===== config.mk =====
export PLATFORM = sky130hd
export DESIGN_NAME = dest_reader
export DESIGN_NICKNAME = d
export VERILOG_FILES = /design/src/rtl/dest_reader.sv
export SDC_FILE = /design/constraint.sdc
export NUM_CORES = 1
export LEC_CHECK = 0
export CAP_MARGIN = 20
export CORE_MARGIN = 2
export CORE_UTILIZATION = 35
export CTS_CLUSTER_DIAMETER = 30
export DETAILED_ROUTE_END_ITERATION = 12
export PLACE_DENSITY = 0.69
export SLEW_MARGIN = 20
export SYNTH_ARGS = -nofsm -noshare
export SYNTH_HDL_FRONTEND = slang
export SYNTH_SLANG_ARGS = --single-unit
export TNS_END_PERCENT = 30

===== constraint.sdc =====
create_clock -name clk -period 2.81 [get_ports clk]
set_input_delay 0.843 -clock clk [delete_from_list [all_inputs] [get_ports clk]]
set_output_delay 0.843 -clock clk [all_outputs]
set_load 0.1 [all_outputs]

===== src/rtl/dest_reader.sv =====
// dest_reader: egress consumer for the D0/D1 destination FIFOs of the VC
// interconnect. It pops both FIFOs with round-robin arbitration and buffers
// the returned words in a 3-entry output FIFO. The result is one merged
// valid/ready stream, tagged with the destination each word came from.
//
// state      | meaning
// -----------+-----------------------------------------------------------
// RD_IDLE    | no read issued last cycle, nothing to capture
// RD_WAIT_D0 | D0 was popped last cycle, D0_data_out is captured now
// RD_WAIT_D1 | D1 was popped last cycle, D1_data_out is captured now
module dest_reader #(
    parameter int BW    = 6,
    parameter int CNT_W = 8
) (
    input  logic             clk,
    input  logic             reset,
    input  logic             D0_empty,
    input  logic             D0_error_output,
    input  logic [BW-1:0]    D0_data_out,
    output logic             D0_rd,
    input  logic             D1_empty,
    input  logic             D1_error_output,
    input  logic [BW-1:0]    D1_data_out,
    output logic             D1_rd,
    input  logic             out_ready,
    output logic             out_valid,
    output logic [BW-1:0]    out_data,
    output logic             out_dest,
    output logic [CNT_W-1:0] D0_count,
    output logic [CNT_W-1:0] D1_count,
    output logic [1:0]       err_seen
);

    typedef enum logic [1:0] {
        RD_IDLE    = 2'd0,
        RD_WAIT_D0 = 2'd1,
        RD_WAIT_D1 = 2'd2
    } rd_state_t;

    localparam logic [CNT_W-1:0] CNT_MAX = {CNT_W{1'b1}};

    rd_state_t       state;
    rd_state_t       state_nxt;
    logic            rr_ptr;        // destination preferred on the next tie
    logic            rd0;
    logic            rd1;
    logic            push;
    logic [BW-1:0]   push_data;
    logic            push_dest;
    logic            pop;
    logic            infl;
    logic            elig0;
    logic            elig1;
    logic            credit_ok;
    logic [2:0]      credit_lhs;
    logic [2:0]      credit_rhs;

    logic [BW-1:0]   buf_data [3];
    logic            buf_dest [3];
    logic [1:0]      head;
    logic [1:0]      tail;
    logic [1:0]      occ;
    logic [BW-1:0]   hold_data;     // last word handed out, shown while empty
    logic            hold_dest;

    function automatic logic [1:0] ptr_inc(input logic [1:0] p);
        return (p == 2'd2) ? 2'd0 : p + 2'd1;
    endfunction

    // A destination that has ever flagged an error is fenced off until reset.
    assign elig0 = ~D0_empty & ~D0_error_output & ~err_seen[0];
    assign elig1 = ~D1_empty & ~D1_error_output & ~err_seen[1];

    assign out_valid = (occ != 2'd0);
    assign out_data  = out_valid ? buf_data[head] : hold_data;
    assign out_dest  = out_valid ? buf_dest[head] : hold_dest;
    assign pop       = out_valid & out_ready;
    assign infl      = (state != RD_IDLE);

    // Issue a read only if the word can still fit once the in-flight word
    // lands; counting this cycle's pop keeps one word per cycle sustained.
    assign credit_lhs = {1'b0, occ} + {2'b00, infl};
    assign credit_rhs = 3'd3 + {2'b00, pop};
    assign credit_ok  = (credit_lhs < credit_rhs);

    assign D0_rd = rd0;
    assign D1_rd = rd1;

    // Read-tracking state and round-robin pointer registers.
    always_ff @(posedge clk) begin
        if (reset) begin
            state  <= RD_IDLE;
            rr_ptr <= 1'b0;
        end else begin
            state <= state_nxt;
            if (rd0) begin
                rr_ptr <= 1'b1;
            end else if (rd1) begin
                rr_ptr <= 1'b0;
            end
        end
    end

    // Capture of returning data, arbitration and next read-tracking state.
    always_comb begin
        state_nxt = RD_IDLE;
        rd0       = 1'b0;
        rd1       = 1'b0;
        push      = 1'b0;
        push_data = '0;
        push_dest = 1'b0;

        case (state)
            RD_WAIT_D0: begin
                push      = 1'b1;
                push_data = D0_data_out;
                push_dest = 1'b0;
            end
            RD_WAIT_D1: begin
                push      = 1'b1;
                push_data = D1_data_out;
                push_dest = 1'b1;
            end
            default: begin
                push = 1'b0;
            end
        endcase

        // Reset still has to take effect at the next edge, so no pops are
        // issued while it is high.
        if (!reset && credit_ok) begin
            if (elig0 && (!elig1 || !rr_ptr)) begin
                rd0       = 1'b1;
                state_nxt = RD_WAIT_D0;
            end else if (elig1) begin
                rd1       = 1'b1;
                state_nxt = RD_WAIT_D1;
            end
        end
    end

    // Output FIFO pointers, occupancy and the hold register for the idle bus.
    always_ff @(posedge clk) begin
        if (reset) begin
            head      <= 2'd0;
            tail      <= 2'd0;
            occ       <= 2'd0;
            hold_data <= '0;
            hold_dest <= 1'b0;
        end else begin
            if (pop) begin
                head      <= ptr_inc(head);
                hold_data <= buf_data[head];
                hold_dest <= buf_dest[head];
            end
            if (push) begin
                tail <= ptr_inc(tail);
            end
            case ({push, pop})
                2'b10:   occ <= occ + 2'd1;
                2'b01:   occ <= occ - 2'd1;
                default: occ <= occ;
            endcase
        end
    end

    // Output FIFO storage; contents are only observed through head when occ > 0.
    always_ff @(posedge clk) begin
        if (!reset && push) begin
            buf_data[tail] <= push_data;
            buf_dest[tail] <= push_dest;
        end
    end

    // Saturating delivered-word counters, bumped on each downstream handshake.
    always_ff @(posedge clk) begin
        if (reset) begin
            D0_count <= '0;
            D1_count <= '0;
        end else if (pop) begin
            if (!out_dest && (D0_count != CNT_MAX)) begin
                D0_count <= D0_count + 1'b1;
            end
            if (out_dest && (D1_count != CNT_MAX)) begin
                D1_count <= D1_count + 1'b1;
            end
        end
    end

    // Sticky per-destination error flags.
    always_ff @(posedge clk) begin
        if (reset) begin
            err_seen <= 2'b00;
        end else begin
            err_seen <= err_seen | {D1_error_output, D0_error_output};
        end
    end

endmodule


Word-level counts from Yosys, hierarchy flattened
Memory sizes are Yosys's and may differ from the RTL's. A register that Yosys moved wholly into a read port is not among the register bits.
Index checks and enable logic that the tools add are counted.
{"block": "totals", "ram_bits": 21, "wordCells": 85, "register_bits": 34, "input_bits": 19, "n_memories": 2, "out_inout_bits": 28}
{"block": "op_classes", "eq_ne": 8, "n_mux": 23, "n_reduce_logical": 19, "addsub": 8, "order_cmp": 1, "n_bitwise": 13}
{"memory": "buf_data", "words": 3, "word_bits": 6, "read_ports": 1, "rd_ports_with_merged_regs": 1, "wr": 1, "line_no": "58", "text": "logic [BW-1:0] buf_data [3];"}
{"memory": "buf_dest", "words": 3, "word_bits": 1, "read_ports": 1, "rd_ports_with_merged_regs": 1, "wr": 1, "line_no": "59", "text": "logic buf_dest [3];"}
{"operator": "8-bit by 1-bit adder with 8-bit output, second input constant", "n": 2}
{"operator": "8-bit != test, second input constant", "n": 2}
{"operator": "2-bit two-way mux", "n": 7}
{"operator": "1-bit two-way mux", "n": 13}
{"operator": "6-bit case mux with 2 select lines", "n": 1}
{"operator": "2-bit equality test, second input constant", "n": 4}
{"operator": "2-bit nonzero test", "n": 4}
{"operator": "1-bit NOT", "n": 7}
{"operator": "2-bit by 1-bit adder with 2-bit output, second input constant", "n": 3}
{"operator": "6-bit two-way mux", "n": 1}
{"operator": "1-bit AND", "n": 5}
{"operator": "1-bit logical AND", "n": 5}
{"operator": "2-bit by 1-bit equality test with 1-bit output, second input constant", "n": 2}
{"operator": "1-bit zero test", "n": 4}
{"operator": "2-bit case mux with 2 select lines", "n": 1}
{"operator": "2-bit AND reduction", "n": 2}
{"operator": "2-bit OR reduction", "n": 2}
{"operator": "2-bit by 1-bit adder with 3-bit output", "n": 1}
{"operator": "2-bit by 1-bit adder with 3-bit output, first input constant", "n": 1}
{"operator": "3-bit < comparator", "n": 1}
{"operator": "3-bit OR reduction", "n": 1}
{"operator": "2-bit bitwise OR", "n": 1}
{"operator": "2-bit by 1-bit subtractor with 2-bit output, second input constant", "n": 1}
{"operator": "1-bit logical OR", "n": 1}

Depth between registers and ports, before layout
Gate-level depths: netlist of run 1.
{"block": "logic_depth", "depth_word": 10, "ltp_mapped": 8, "depth_no_buf": 8}

Least setup slack after synthesis of run 1
Ideal clock, no wire load.
{"block": "synth_timing", "path_kind": "input -> output", "startpoint": "input port out_ready", "endpoint": "output port D0_rd", "t_required_ns": 1.967, "stages": 3, "setup_slack_ns": -2.449, "path_buffers": 0, "arrival_time_ns": 4.416, "path_cell_list": "o21ai_0 > a31o_2 > nor4b_1"}
{"block": "synth_between", "elab_chain_len": 5}
{"element": "start, declared", "line_no": "25", "text": "input logic out_ready,"}
{"element": "1-bit AND", "line_no": "77", "text": "assign pop = out_valid & out_ready;"}
{"element": "2-bit by 1-bit adder with 3-bit output", "line_no": "83", "text": "assign credit_rhs = 3'd3 + {2'b00, pop};"}
{"element": "3-bit < comparator", "line_no": "84", "text": "assign credit_ok = (credit_lhs < credit_rhs);"}
{"element": "1-bit logical AND", "line_no": "131", "text": "if (!reset && credit_ok) begin"}
{"element": "1-bit two-way mux", "line_no": "131"}
{"element": "end, declared", "line_no": "20", "text": "output logic D0_rd,"}
No other way between the ends.

Final worst setup path of run 1
{"block": "layout_timing", "startpoint": "input port D0_error_output", "endpoint": "output port D0_rd"}
{"block": "layout_between", "elab_chain_len": 6}
{"element": "start, declared", "line_no": "18", "text": "input logic D0_error_output,"}
{"element": "1-bit NOT", "line_no": "71", "text": "assign elig0 = ~D0_empty & ~D0_error_output & ~err_seen[0];"}
{"element": "1-bit AND (2 in series)", "line_no": "71"}
{"element": "1-bit logical AND", "line_no": "132", "text": "if (elig0 && (!elig1 || !rr_ptr)) begin"}
{"element": "1-bit two-way mux", "line_no": "132"}
{"element": "1-bit two-way mux", "line_no": "131"}
No other way between the ends.

==> metrics, run 1 <==
syn nets=299; vias per inst=4.966; Tot GR Track Use=14.66%; drt first-iter violations=131; CP Class=primary input to primary output; Syn-to-layout area delta=38.79%; Final Hold Fails=0; placed cell area=3390 um2; initial antenna violation count=0; global-route wire length before repair=9791 um; RSZ-0062 raised after global routing=yes; Max H-tree Level=3; Post-Syn Area per Cell=9.735 um2; post-route minimum period=2820 ps; vias in the first global route=2164; Distinct cells, synth=42; Finish-stage setup viols=1; Final Cycle Share=100.3%; CP Max Fanout=3; Achievable Freq=354.6 MHz; pin count of the biggest net entering global routing=34; placer's final routability congestion estimate=0.7768; core area=7292 um2; Synthesis Warnings=0; Tightest Hold Check Type=register to register; clk root buf=clkbuf_8; Leakage=0.001349 uW; Final Max Slew Viols=0; Die X=91.14 um; Ports=47; ANT cells=0; Setup Skew=9.788 ps; final worst slack=-9.705 ps; total number of vias=2205; post-route cell area=3689 um2; layout cells sized above 1=25.22%; Max IR drop VDD=0.3359 mV; die height=91.14 um; max-cap violation count=0; stages on the worst setup path=4; clock tree buffer depth=2; CP Cell Sequence=dlygate4sd2_1 > or3_4 > nor4b_4 > buf_12; Seq cells post-synth=57; clock tree from TritonCTS=done; IO buf count=46; failing checks=negative setup slack; hold slack=458.5 ps; Die Area=8306 um2; DRC violations left=0; clock latency at the later pin of the worst-skew pair=320 ps; DR WL/cell=13.06 um; Clock Sink Count=57; P per Cell Area=603.4 nW/um2; pin slew with the least headroom to its limit=679.7 ps; Mapped Area=2658 um2; initial core utilization=36.44%; # rows=31; DP HPWL=3957 um; Syn Inst Count=273; GRT overflow=0; CP required=1970 ps; fillcell total=664; nets@finish=366; CTS Hold Bufs=0; slowest cell delay on critical path=360 ps; clock slew at reported path FFs=60 ps; TritonCTS buffer count=9; Antenna Nets Post-Route=0; DRT Wirelength=5799 um; Pre-antenna DRT Iters=4; register area share after synthesis=50.85%; worst hold path depth=2; cell family with most CP delay=simple AND/OR/NAND/NOR gates; critical path endpoint category=primary output; CP bufs+invs=2; run status=finished with violations; FF-to-FF path depth=4; Startpoint Class=primary input; Worst path slowest cell=or3_4; Worst Path Arrival=1980 ps; relative slew slack=54.52%
[final timing paths]
path | start | slack [ps] | end
max reg2reg | register | 1020 | D0_count[5]
max | D0_error_output | -10 | D0_rd
min reg2reg | hold_data[5] | 460 | hold_data[5]
min | hold_data[5] | 460 | hold_data[5]
[synthesized netlist by cell type]
cell	n	share of area, %
nand3_1	6	1.1
o211a_1	1	0.38
clkbuf_1	5	0.71
or3_1	6	1.4
a21oi_1	24	4.5
or3b_1	2	0.66
mux2_4	1	0.56
a31o_2	1	0.33
a41o_1	1	0.38
nand4_1	3	0.71
o21bai_1	1	0.28
o21a_4	1	0.56
dfxtp_1	36	27
o31ai_1	6	1.7
nand2b_1	5	1.2
inv_1	8	1.1
edfxtp_1	21	24
mux2i_1	6	2.3
nor4b_1	2	0.66
mux2_2	5	2.1
nor4_4	1	0.80
a31oi_1	1	0.24
xnor2_1	2	0.66
buf_2	3	0.56
o211ai_1	2	0.56
ha_1	7	3.3
nand2_1	20	2.8
nor2b_1	10	2.4
nor4_1	3	0.71
nand3b_1	1	0.28
o21ai_0	20	3.8
buf_6	2	0.85
and4_1	1	0.33
and2_1	6	1.4
nor2_1	29	4.1
buf_1	3	0.42
mux2_1	1	0.42
a22oi_1	6	1.7
or4_1	4	1.1
nor3_1	8	1.5
o21a_1	1	0.28
nor3b_1	1	0.28
[through the flow]
step	worst slack (ps)	total power [uW]	setup TNS, ps	utilization (%)	cells
after floorplan	-373.2	1270	-1554	-	273
after CTS	-79.91	2237	-144.7	50.57	444
after detailed placement	-263.4	1463	-491.3	46.48	422
final	-9.705	2226	-9.705	50.58	444
after global placement	-264.4	1457	-486.5	46.48	422
after global routing	-61.48	2310	-112.2	50.58	444
[placed cells by master (no fill, tap or decap), types with 11 or more instances in the layout]
master / netlist / layout
a21oi_1: 24 / 24
buf_4: 0 / 40
clkbuf_8: 0 / 11
clkdlybuf4s50_1: 0 / 13
dfxtp_1: 36 / 33
edfxtp_1: 21 / 21
nand2_1: 20 / 20
nor2_1: 29 / 29
o21ai_0: 20 / 12
[sequential cells by signal, summed over array words and instances, names as in the netlist, named ones only]
name       flops
tail           2
head           2
occ            2
D0_count       8
D1_count       8
hold_dest      1
buf_data      18
rr_ptr         1
hold_data      6
state          2
err_seen       2
buf_dest       3
[where the power goes]
| group | internal, uW | total [uW] | switching, uW |
|---|---|---|---|
| registers | 879 | 904 | 25.4 |
| logic | 206 | 556 | 350 |
| clock network | 455 | 765 | 310 |
[worst reg2reg max path: stages, from the launching register on]
cell and delay [ps]:
dfxtp_1 590, nand2b_1 160, o21a_4 200, nor4_1 340, mux2_2 380
[logic make-up after synthesis]
| group | Yosys count | share of synthesized area (%) |
|---|---|---|
| compound gates | 65 | 14.69 |
| flops | 57 | 50.85 |
| simple gates | 108 | 21.47 |
| buf+inv | 21 | 3.672 |
| fa+ha+maj | 7 | 3.296 |
| xor+xnor | 2 | 0.6593 |
| mux | 13 | 5.367 |
[routing by layer]
layer,share of wire (%),GRT usage (%),up-vias
met5,0,0,-
li1,-,-,1119
met1,46,18.04,1036
met4,1.4,5.177,0
met2,49,24.63,42
met3,3.8,4.066,8
[cell type report]
cell class	count	area (um2)	area share, %
clock buffer	13	158.9	4.308
clock inverter	3	38.79	1.052
inverter	8	30.03	0.8141
multi-input combinational	195	1295	35.11
sequential	57	1355	36.74
tap	99	123.9	3.358
timing repair buffer	69	686.9	18.62
[repair_timing]
item                       CTS  global route
gates cloned                 0             0
resized for setup           21             1
setup buffers                6             0
setup endpoints to repair    2             2
pin swaps                    7             6
hold endpoints to repair     0             0
(Power assumes the default switching activity.)
==> run 2: changes to the inputs <==
==> constraint.sdc (replaced) <==
create_clock -name clk -period 2.81 [get_ports clk]
set_input_delay 0.843 -clock clk [delete_from_list [all_inputs] [get_ports clk]]
set_output_delay 0.843 -clock clk [all_outputs]
set_load 0.01 [all_outputs]
==> metrics, run 2 (synthesis gave the netlist of run 1 again) <==
run status=finished, final reports clean; Finish-stage setup viols=0; largest registers=buf_data (18), D0_count (8), D1_count (8); vias per inst=4.925; Final Max Slew Viols=0; Leakage=0.001369 uW; CP Class=register to primary output; CP required=1970 ps; CP Max Fanout=3; clock slew at reported path FFs=60 ps; Post-Layout Cell Count=441; Worst R2R End=buf_data[1][4]; Final Hold Fails=0; P per Cell Area=579.9 nW/um2; setup slack, reg-to-reg=860 ps; DP HPWL=3860 um; final core occ=49.69%; Clock Sink Count=57; # rows=31; pin slew with the least headroom to its limit=592.7 ps; clk root buf=clkbuf_8; vias in the first global route=2006; DR WL/cell=12.80 um; Pint=1609 uW; relative slew slack=60.34%; max-cap violation count=0; critical path endpoint category=primary output; most frequent cells in the layout=clkdlybuf4s50_1 (34), dfxtp_1 (33), nor2_1 (29); fillcell total=681; post-route minimum period=2754 ps; Die Area=8306 um2; Setup crit end=D0_rd; initial antenna violation count=0; Setup Skew=6.164 ps; max FFs per register=18; Ports=47; worst r2r src=state[0]; Max H-tree Level=3; Startpoint Class=register; initial core utilization=36.44%; Clk pwr share=43.0%; global-route wire length before repair=9280 um; TritonCTS buffer count=9; placer's final routability congestion estimate=0.7538; Syn-to-layout area delta=36.35%; CTS Hold Bufs=0; drt first-iter violations=96; Max IR drop VDD=0.2628 mV; Die X=91.14 um; clock latency at the later pin of the worst-skew pair=340 ps; overall power=2101 uW; clock tree from TritonCTS=done; layout cells sized above 1=17.54%; hold_sp=hold_dest; commonest non-fill, non-tap cell in the layout=clkdlybuf4s50_1; Reg power frac=42.8%; sw frac=23.41%; FF-to-FF path depth=4; Tot GR Track Use=14.15%; pin count of the biggest net entering global routing=38; Gate power share=14.3%; CP Launch Point=state[0]; clock tree buffer depth=2; DRT Wirelength=5645 um; RSZ-0062 raised after global routing=yes; hold slack=460.5 ps; Antenna Nets Post-Route=0; Final Cycle Share=98.00%; post-route cell area=3623 um2; largest register by flop count=buf_data; Pre-antenna DRT Iters=4; core area=7292 um2; net switching power=491.8 uW; IO buf count=46; placed insts=425; DRC violations left=0; GRT overflow=0; ANT cells=0; placed cell area=3324 um2; nets@finish=363; Worst Path Arrival=1910 ps; Achievable Freq=363.1 MHz; Tightest Hold Check Type=register to register; die height=91.14 um; total number of vias=2172
run 2: power groups by stage:
stage               Combinational (uW)  Sequential (uW)  Clock (uW)
CTS                                298              896         914
floorplan                          159              914           0
global route                       333              902         956
global placement                   294              912           0
detailed placement                 298              913           0
finish                             300              898         903
run 2: layer usage:
layer	vias to the layer above	global-route usage (%)	share of wire, %
met3	11	4.315	4.4
met4	0	7.828	2.4
met5	-	0	0
li1	1117	-	-
met2	44	22.41	49
met1	1000	17.15	45
run 2: metrics by stage:
stage	setup WS, ps	TNS (ps)
final	56.15	0
after global routing	-21.81	-21.81
after CTS	-45.39	-45.39
after detailed placement	-665.3	-1192
after global placement	-665.2	-1190
after floorplan	211.0	0
run 2: worst min path at each step:
stage	slack (ps)	to	cells after the start
2_1_floorplan	430	hold_dest	2
3_3_place_gp	440	hold_data[5]	2
3_5_place_dp	450	hold_dest	2
4_1_cts	460	hold_dest	2
5_1_grt	490	hold_data[5]	2
6_report	460	hold_dest	2
run 2: final cells by class:
cell class	instances	area (um2)	share of cell area [%]
Sequential cell	57	1355	37.40
Multi-Input combinational cell	195	1271	35.08
Timing Repair Buffer	66	610.6	16.85
Clock buffer	9	123.9	3.419
Tap cell	99	123.9	3.419
Clock inverter	7	108.9	3.004
Inverter	8	30.03	0.8287
run 2: timing repair:
action,4_1_cts,5_1_grt
resized for setup,20,17
buffers inserted,0,0
setup endpoints to repair,4,8
gates cloned,0,0
pin swaps,3,3
run 2: worst max-delay path, stage by stage (launching register included):
cell	delay (ps)
dfxtp_2	340
inv_2	40
ha_1	190
inv_2	70
ha_4	140
ha_4	190
a31o_4	240
nor4b_2	200
buf_2	160
